[config.mk]
export PLATFORM = sky130hd
export DESIGN_NAME = prio_int_ctrl_flat
export DESIGN_NICKNAME = d
export VERILOG_FILES = /design/src/rtl/prio_int_ctrl_if.sv /design/src/rtl/prio_int_ctrl.sv /design/src/flat_wrapper.sv
export SDC_FILE = /design/constraint.sdc
export NUM_CORES = 1
export LEC_CHECK = 0
export CORE_MARGIN = 4
export CORE_UTILIZATION = 40
export CTS_CLUSTER_DIAMETER = 100
export DETAILED_ROUTE_END_ITERATION = 6
export HOLD_SLACK_MARGIN = 0.05
export PLACE_DENSITY = 0.59
export SYNTH_ARGS = -nofsm -noshare
export SYNTH_HDL_FRONTEND = slang
export SYNTH_SLANG_ARGS = --single-unit
[constraint.sdc]
create_clock -name clk -period 22.5 [get_ports clk]
set_clock_uncertainty 0.2 [all_clocks]
set_input_delay 4.5 -clock clk [delete_from_list [all_inputs] [get_ports clk]]
set_output_delay 4.5 -clock clk [all_outputs]
set_load 0.01 [all_outputs]
[src/rtl/prio_int_ctrl_if.sv]
// Request/offer bundle between peripherals, CPU interrupt-entry logic and prio_int_ctrl.
// The slave modport is the controller's view; master is the CPU/device side.
interface prio_int_ctrl_if #(
  parameter int NUM_DEV = 8,
  parameter int PRI_W   = 3,
  parameter int VEC_W   = 8,
  parameter int IDX_W   = 3
);
  logic [NUM_DEV-1:0]       irq;
  logic [NUM_DEV-1:0]       irq_en;
  logic [NUM_DEV*PRI_W-1:0] dev_pri;
  logic [PRI_W-1:0]         cpu_pri;
  logic                     int_ack;
  logic                     eoi;
  logic [IDX_W-1:0]         eoi_idx;
  logic                     pi;
  logic [VEC_W-1:0]         vector;
  logic [PRI_W-1:0]         vec_pri;
  logic [IDX_W-1:0]         vec_idx;
  logic [NUM_DEV-1:0]       dev_ack;
  logic [NUM_DEV-1:0]       in_service;

  modport slave (
    input  irq, irq_en, dev_pri, cpu_pri, int_ack, eoi, eoi_idx,
    output pi, vector, vec_pri, vec_idx, dev_ack, in_service
  );

  modport master (
    output irq, irq_en, dev_pri, cpu_pri, int_ack, eoi, eoi_idx,
    input  pi, vector, vec_pri, vec_idx, dev_ack, in_service
  );
endinterface

[src/rtl/prio_int_ctrl.sv]
// Priority interrupt controller: latches device requests, arbitrates by priority with
// round-robin tie-break, offers one vector at a time and tracks in-service devices.
module prio_int_ctrl #(
  parameter int NUM_DEV    = 8,
  parameter int PRI_W      = 3,
  parameter int VEC_W      = 8,
  parameter int VEC_BASE   = 'h02,
  parameter int VEC_STRIDE = 4,
  parameter int IDX_W      = 3
) (
  input  logic             clk,
  input  logic             rst_n,
  prio_int_ctrl_if.slave   bus
);

  localparam logic [0:0] S_IDLE  = 1'b0;
  localparam logic [0:0] S_OFFER = 1'b1;

  logic [0:0]         r_state;
  logic [NUM_DEV-1:0] r_pending;
  logic [NUM_DEV-1:0] r_in_service;
  logic [NUM_DEV-1:0] r_dev_ack;
  logic [VEC_W-1:0]   r_vector;
  logic [PRI_W-1:0]   r_vec_pri;
  logic [IDX_W-1:0]   r_vec_idx;
  logic [IDX_W-1:0]   r_rr_ptr;

  logic [NUM_DEV-1:0] w_elig;
  logic [NUM_DEV-1:0] w_cap;
  logic [NUM_DEV-1:0] w_ack_set;
  logic [NUM_DEV-1:0] w_eoi_clr;
  logic               w_win_vld;
  logic [PRI_W-1:0]   w_win_pri;
  logic [IDX_W-1:0]   w_win_idx;
  logic               w_ack;
  logic               w_offer_ok;
  logic               w_preempt;
  logic [IDX_W-1:0]   w_rr_next;

  function automatic logic [PRI_W-1:0] pri_of(input logic [NUM_DEV*PRI_W-1:0] p,
                                              input logic [IDX_W-1:0] idx);
    return p[int'(idx)*PRI_W +: PRI_W];
  endfunction

  function automatic logic [VEC_W-1:0] vec_of(input logic [IDX_W-1:0] idx);
    return VEC_W'(VEC_BASE + VEC_STRIDE * int'(idx));
  endfunction

  always_comb begin
    w_cap     = bus.irq & bus.irq_en & ~r_pending & ~r_in_service;
    w_ack     = (r_state == S_OFFER) && bus.int_ack;
    w_elig    = '0;
    w_ack_set = '0;
    w_eoi_clr = '0;
    for (int i = 0; i < NUM_DEV; i++) begin
      w_elig[i]    = r_pending[i] & ~r_in_service[i] & bus.irq_en[i] &
                     (pri_of(bus.dev_pri, IDX_W'(i)) > bus.cpu_pri);
      w_ack_set[i] = w_ack && (r_vec_idx == IDX_W'(i));
      // Out-of-range eoi_idx never matches any device, so it is dropped here.
      w_eoi_clr[i] = bus.eoi && (bus.eoi_idx == IDX_W'(i));
    end
  end

  // Scan from rr_ptr upward; strict '>' keeps the first-found device on ties.
  always_comb begin
    int               j;
    logic [IDX_W-1:0] jj;
    w_win_vld = 1'b0;
    w_win_pri = '0;
    w_win_idx = '0;
    j         = 0;
    jj        = '0;
    for (int k = 0; k < NUM_DEV; k++) begin
      j = int'(r_rr_ptr) + k;
      if (j >= NUM_DEV) j = j - NUM_DEV;
      jj = IDX_W'(j);
      if (w_elig[jj] && (!w_win_vld || pri_of(bus.dev_pri, jj) > w_win_pri)) begin
        w_win_vld = 1'b1;
        w_win_pri = pri_of(bus.dev_pri, jj);
        w_win_idx = jj;
      end
    end
  end

  assign w_offer_ok = w_elig[r_vec_idx];
  assign w_preempt  = w_win_vld && (w_win_pri > r_vec_pri);
  assign w_rr_next  = (r_vec_idx == IDX_W'(NUM_DEV - 1)) ? '0 : r_vec_idx + IDX_W'(1);

  always_ff @(posedge clk) begin
    if (!rst_n) begin
      r_state      <= S_IDLE;
      r_pending    <= '0;
      r_in_service <= '0;
      r_dev_ack    <= '0;
      r_vector     <= '0;
      r_vec_pri    <= '0;
      r_vec_idx    <= '0;
      r_rr_ptr     <= '0;
    end else begin
      r_dev_ack    <= w_cap;
      r_pending    <= (r_pending | w_cap) & ~w_ack_set;
      // Ack's set is ORed last so it wins over a same-cycle EOI.
      r_in_service <= (r_in_service & ~w_eoi_clr) | w_ack_set;
      case (r_state)
        S_IDLE: begin
          if (w_win_vld) begin
            r_vector  <= vec_of(w_win_idx);
            r_vec_pri <= w_win_pri;
            r_vec_idx <= w_win_idx;
            r_state   <= S_OFFER;
          end
        end
        S_OFFER: begin
          if (bus.int_ack) begin
            r_rr_ptr <= w_rr_next;
            r_state  <= S_IDLE;
          end else if (!w_offer_ok) begin
            r_state <= S_IDLE;
          end else if (w_preempt) begin
            r_vector  <= vec_of(w_win_idx);
            r_vec_pri <= w_win_pri;
            r_vec_idx <= w_win_idx;
          end
        end
        default: r_state <= S_IDLE;
      endcase
    end
  end

  assign bus.pi         = (r_state == S_OFFER);
  assign bus.vector     = r_vector;
  assign bus.vec_pri    = r_vec_pri;
  assign bus.vec_idx    = r_vec_idx;
  assign bus.dev_ack    = r_dev_ack;
  assign bus.in_service = r_in_service;

endmodule

[src/flat_wrapper.sv]
// flat-port wrapper written by rule: the top's interface ports become plain ports
module prio_int_ctrl_flat 
#(
  parameter int NUM_DEV    = 8,
  parameter int PRI_W      = 3,
  parameter int VEC_W      = 8,
  parameter int VEC_BASE   = 'h02,
  parameter int VEC_STRIDE = 4,
  parameter int IDX_W      = 3
)
  (clk, rst_n, bus_irq, bus_irq_en, bus_dev_pri, bus_cpu_pri, bus_int_ack, bus_eoi, bus_eoi_idx, bus_pi, bus_vector, bus_vec_pri, bus_vec_idx, bus_dev_ack, bus_in_service);
  prio_int_ctrl_if #(.NUM_DEV(NUM_DEV), .PRI_W(PRI_W), .VEC_W(VEC_W), .IDX_W(IDX_W)) bus_i ();
  input  logic clk;
  input  logic rst_n;
  input wire logic [$bits(bus_i.irq)-1:0] bus_irq;
  input wire logic [$bits(bus_i.irq_en)-1:0] bus_irq_en;
  input wire logic [$bits(bus_i.dev_pri)-1:0] bus_dev_pri;
  input wire logic [$bits(bus_i.cpu_pri)-1:0] bus_cpu_pri;
  input wire logic [$bits(bus_i.int_ack)-1:0] bus_int_ack;
  input wire logic [$bits(bus_i.eoi)-1:0] bus_eoi;
  input wire logic [$bits(bus_i.eoi_idx)-1:0] bus_eoi_idx;
  output wire logic [$bits(bus_i.pi)-1:0] bus_pi;
  output wire logic [$bits(bus_i.vector)-1:0] bus_vector;
  output wire logic [$bits(bus_i.vec_pri)-1:0] bus_vec_pri;
  output wire logic [$bits(bus_i.vec_idx)-1:0] bus_vec_idx;
  output wire logic [$bits(bus_i.dev_ack)-1:0] bus_dev_ack;
  output wire logic [$bits(bus_i.in_service)-1:0] bus_in_service;
  assign bus_i.irq = bus_irq;
  assign bus_i.irq_en = bus_irq_en;
  assign bus_i.dev_pri = bus_dev_pri;
  assign bus_i.cpu_pri = bus_cpu_pri;
  assign bus_i.int_ack = bus_int_ack;
  assign bus_i.eoi = bus_eoi;
  assign bus_i.eoi_idx = bus_eoi_idx;
  assign bus_pi = bus_i.pi;
  assign bus_vector = bus_i.vector;
  assign bus_vec_pri = bus_i.vec_pri;
  assign bus_vec_idx = bus_i.vec_idx;
  assign bus_dev_ack = bus_i.dev_ack;
  assign bus_in_service = bus_i.in_service;
  prio_int_ctrl #(.NUM_DEV(NUM_DEV), .PRI_W(PRI_W), .VEC_W(VEC_W), .VEC_BASE(VEC_BASE), .VEC_STRIDE(VEC_STRIDE), .IDX_W(IDX_W)) u_core (.clk(clk), .rst_n(rst_n), .bus(bus_i));
endmodule
==> summary.txt <==
drt via density: 6.32
count of cell types in the netlist: 74
DRC violation count after routing: 0
area leader, netlist: mux4_2
core area: 12000 sq um
VDD IR max: 0.0000384 V
Synth Register Bits: 35
largest family of logic cells by synthesized area: compound AO/OA/AOI/OAI gates
xor and xnor area share after synthesis: 0.537%
initial drt markers: 353
Setup Viol. Count Final: 0
sequential power share: 22.3%
Die Wd: 119 microns
simple-gate area share of the yosys netlist: 19.3%
mux contribution to synthesized area: 22.4%
Peak Freq: 51.3 MHz
largest cells by area after synthesis: mux4_2 15%, dfxtp_1 14%, ha_1 14%
final worst-path cycle share: 86.7%
grt peak-use layer: met2
layout cell share with drive strength beyond 1: 12.1%
post-CTS setup repair buffer count: 0
Worst Path Class, Setup: input pin to flip-flop
clk buf depth: 2
max_cap viols: 0
WL final: 15800 microns
Initial Utilization: 40.7%
final hold vios: 0
RSZ-0062 raised after global routing: false
Slowest-stage cell, CP: a31oi_1
worst path required time: 22.47 ns
M1 GR Usage: 30.4%
max incr delay on CP: 0.70 ns
pre-CTS WS: 2.88 ns
die area: 14100 sq um
DIE HEIGHT: 119 microns
Worst-path clk slew: 0.05 ns
top_reg_cell synth: dfxtp_1
DRT antenna net count: 0
switching pwr: 0.147 mW
area delta synth->final: 19.6%
clock power share: 18.8%
wire per inst: 20.9 microns
Syn Inst Count: 551
IO buf count: 76
Num CTS Buffers: 5
1st-pass router iterations: 5
Setup crit end kind: flip-flop
synthesized area: 4890 sq um
Clock Tree Root: clkbuf_16
Finished Core Util: 48.7%
adder-cell share of the synthesized area: 14.3%
Synth warnings: 0
total track usage: 22.5%
Worst Hold Class: flip-flop to flip-flop
FF-to-FF setup slack: 7.06 ns
Post-CTS Resized: 0
CP arrival: 19.48 ns
Avg Cell Area, Syn: 8.88 sq um
met3 global-route usage: 2.30%
most frequent cells in the layout: 76 x clkdlybuf4s50_1, 56 x ha_1, 42 x nand2_1
largest net degree at the start of global routing: 48
most common cell after layout, fill and taps aside: clkdlybuf4s50_1
Final #Nets: 717
fin crit period: 19.51 ns
areal power density over the cells: 59.7 nW/um^2
cell mode on critical path: ha_1
hold_ws: 0.238 ns
first-pass GRT wire length: 25700 microns
Seq/Total Area, Yosys: 14.3%
met2 usage: 37.5%
Comb pwr share: 58.9%
maximum fanout along the worst path: 15
vias in the first global route: 4722
CTS H-Tree Depth: 2
post-synthesis compound-gate area fraction: 22.7%
relative slew slack: 18.6%
Worst Max-Slew Pin Slew: 1.21 ns
DP HPWL: 12900 microns
post-synth top area share: 14.7%
GP Congestion: 0.938
Setup TNS: 0 ns
fin cells: 759
outcome: complete, no violations
Worst Setup Start Kind: input pin
worst setup margin: 2.99 ns
max-slew violation count: 0
Sw Ratio: 42.1%
GR Overflow Total: 0
CTS tree: built
Async S/R FF share, synth: 0%
via count: 4797
Post-CTS Hold Buffers: 0
placed insts: 751
leak pwr: 2.24 nW
Worst-Skew Late Latency: 0.28 ns
Sink Count: 35
antenna violations before repair: 0
antenna diode count: 0
num rows: 40
P_int: 0.202 mW
IO Pins: 81
Post-synth EDFFs: 0
## state kept, by name, summed over array words and instances, names as in the netlist
signal                 count
u_core.r_rr_ptr            3
u_core.r_pending           8
u_core.bus.vector          2
u_core.bus.pi              1
u_core.bus.in_service      8
u_core.bus.dev_ack         8
u_core.bus.vec_idx         2
u_core.bus.vec_pri         3
## final timing paths
check	startpoint	end	cells past startpoint
max	bus_cpu_pri[2]	u_core.bus.vec_idx[1]$_SDFFE_PN0P_	71
min	u_core.r_pending[2]$_SDFF_PN0_	u_core.bus.dev_ack[2]$_SDFF_PN0_	1
max reg2reg	u_core.r_rr_ptr[0]$_SDFFE_PN0P_	u_core.bus.vec_idx[1]$_SDFFE_PN0P_	68
min reg2reg	u_core.r_pending[2]$_SDFF_PN0_	u_core.bus.dev_ack[2]$_SDFF_PN0_	1
## routing by layer
layer	part of all wire, %	wire (microns)
met5	0	0
met3	5.5	870
met2	48	7580
met4	3.4	531
met1	43	6850
## cells in the mapped netlist (6+ instances only)
library cell  number
nor2b_1           14
inv_1             32
o21ai_0           22
buf_2              7
nand3_1           27
nand2_1           42
ha_1              56
o22ai_1           11
o21a_1             9
buf_4              9
dfxtp_1           35
nor2_1            21
a21boi_0          10
and3_1             7
clkbuf_1          11
a21oi_1           22
nand4_1            9
nor3_1             7
and2_1             6
a31oi_1            8
o32a_1             6
mux2i_1           20
mux4_2            32
a21o_1             8
mux2_2            11
nand2b_1           9
## power groups by stage
stage | Sequential (mW) | Clock, mW | Combinational, mW
finish | 0.0780 | 0.0657 | 0.206
floorplan | 0.0775 | 0 | 0.144
CTS | 0.0781 | 0.0673 | 0.205
global route | 0.0792 | 0.0706 | 0.228
global placement | 0.0793 | 0 | 0.201
detailed placement | 0.0793 | 0 | 0.204
## worst max-delay path, delay by kind of cell
family | cells | cell delay, ns
AO/OA/AOI/OAI | 40 | 8.71
adder cells (fa/ha/maj) | 9 | 2.59
AND/OR/NAND/NOR | 15 | 2.58
buffers and inverters | 6 | 0.80
multiplexers | 1 | 0.29
## cells by family (layout without fill, tap and decap cells)
family	count (synthesis)	count (layout)
simple gates	174	174
mux	65	65
compound gates	150	150
flops	35	35
xor+xnor	3	3
buf+inv	67	125
other cells	1	4
fa+ha+maj	56	56
## cell type report
| type | instances | area (sq um) |
|---|---|---|
| Inverter | 36 | 135 |
| Multi-Input combinational cell | 452 | 3890 |
| Timing Repair Buffer | 81 | 798 |
| Clock inverter | 1 | 5.00 |
| Tap cell | 147 | 184 |
| Clock buffer | 7 | 133 |
| Sequential cell | 35 | 702 |
| Fill cell | 1179 | 6160 |
## metrics by stage
| stage | instance area (sq um) | power, mW |
|---|---|---|
| after global routing | 5850 | 0.378 |
| after floorplan | 4900 | 0.222 |
| after detailed placement | 5710 | 0.283 |
| final | 5850 | 0.349 |
| after global placement | 5710 | 0.280 |
| after CTS | 5850 | 0.351 |
(Power assumes the default switching activity.)
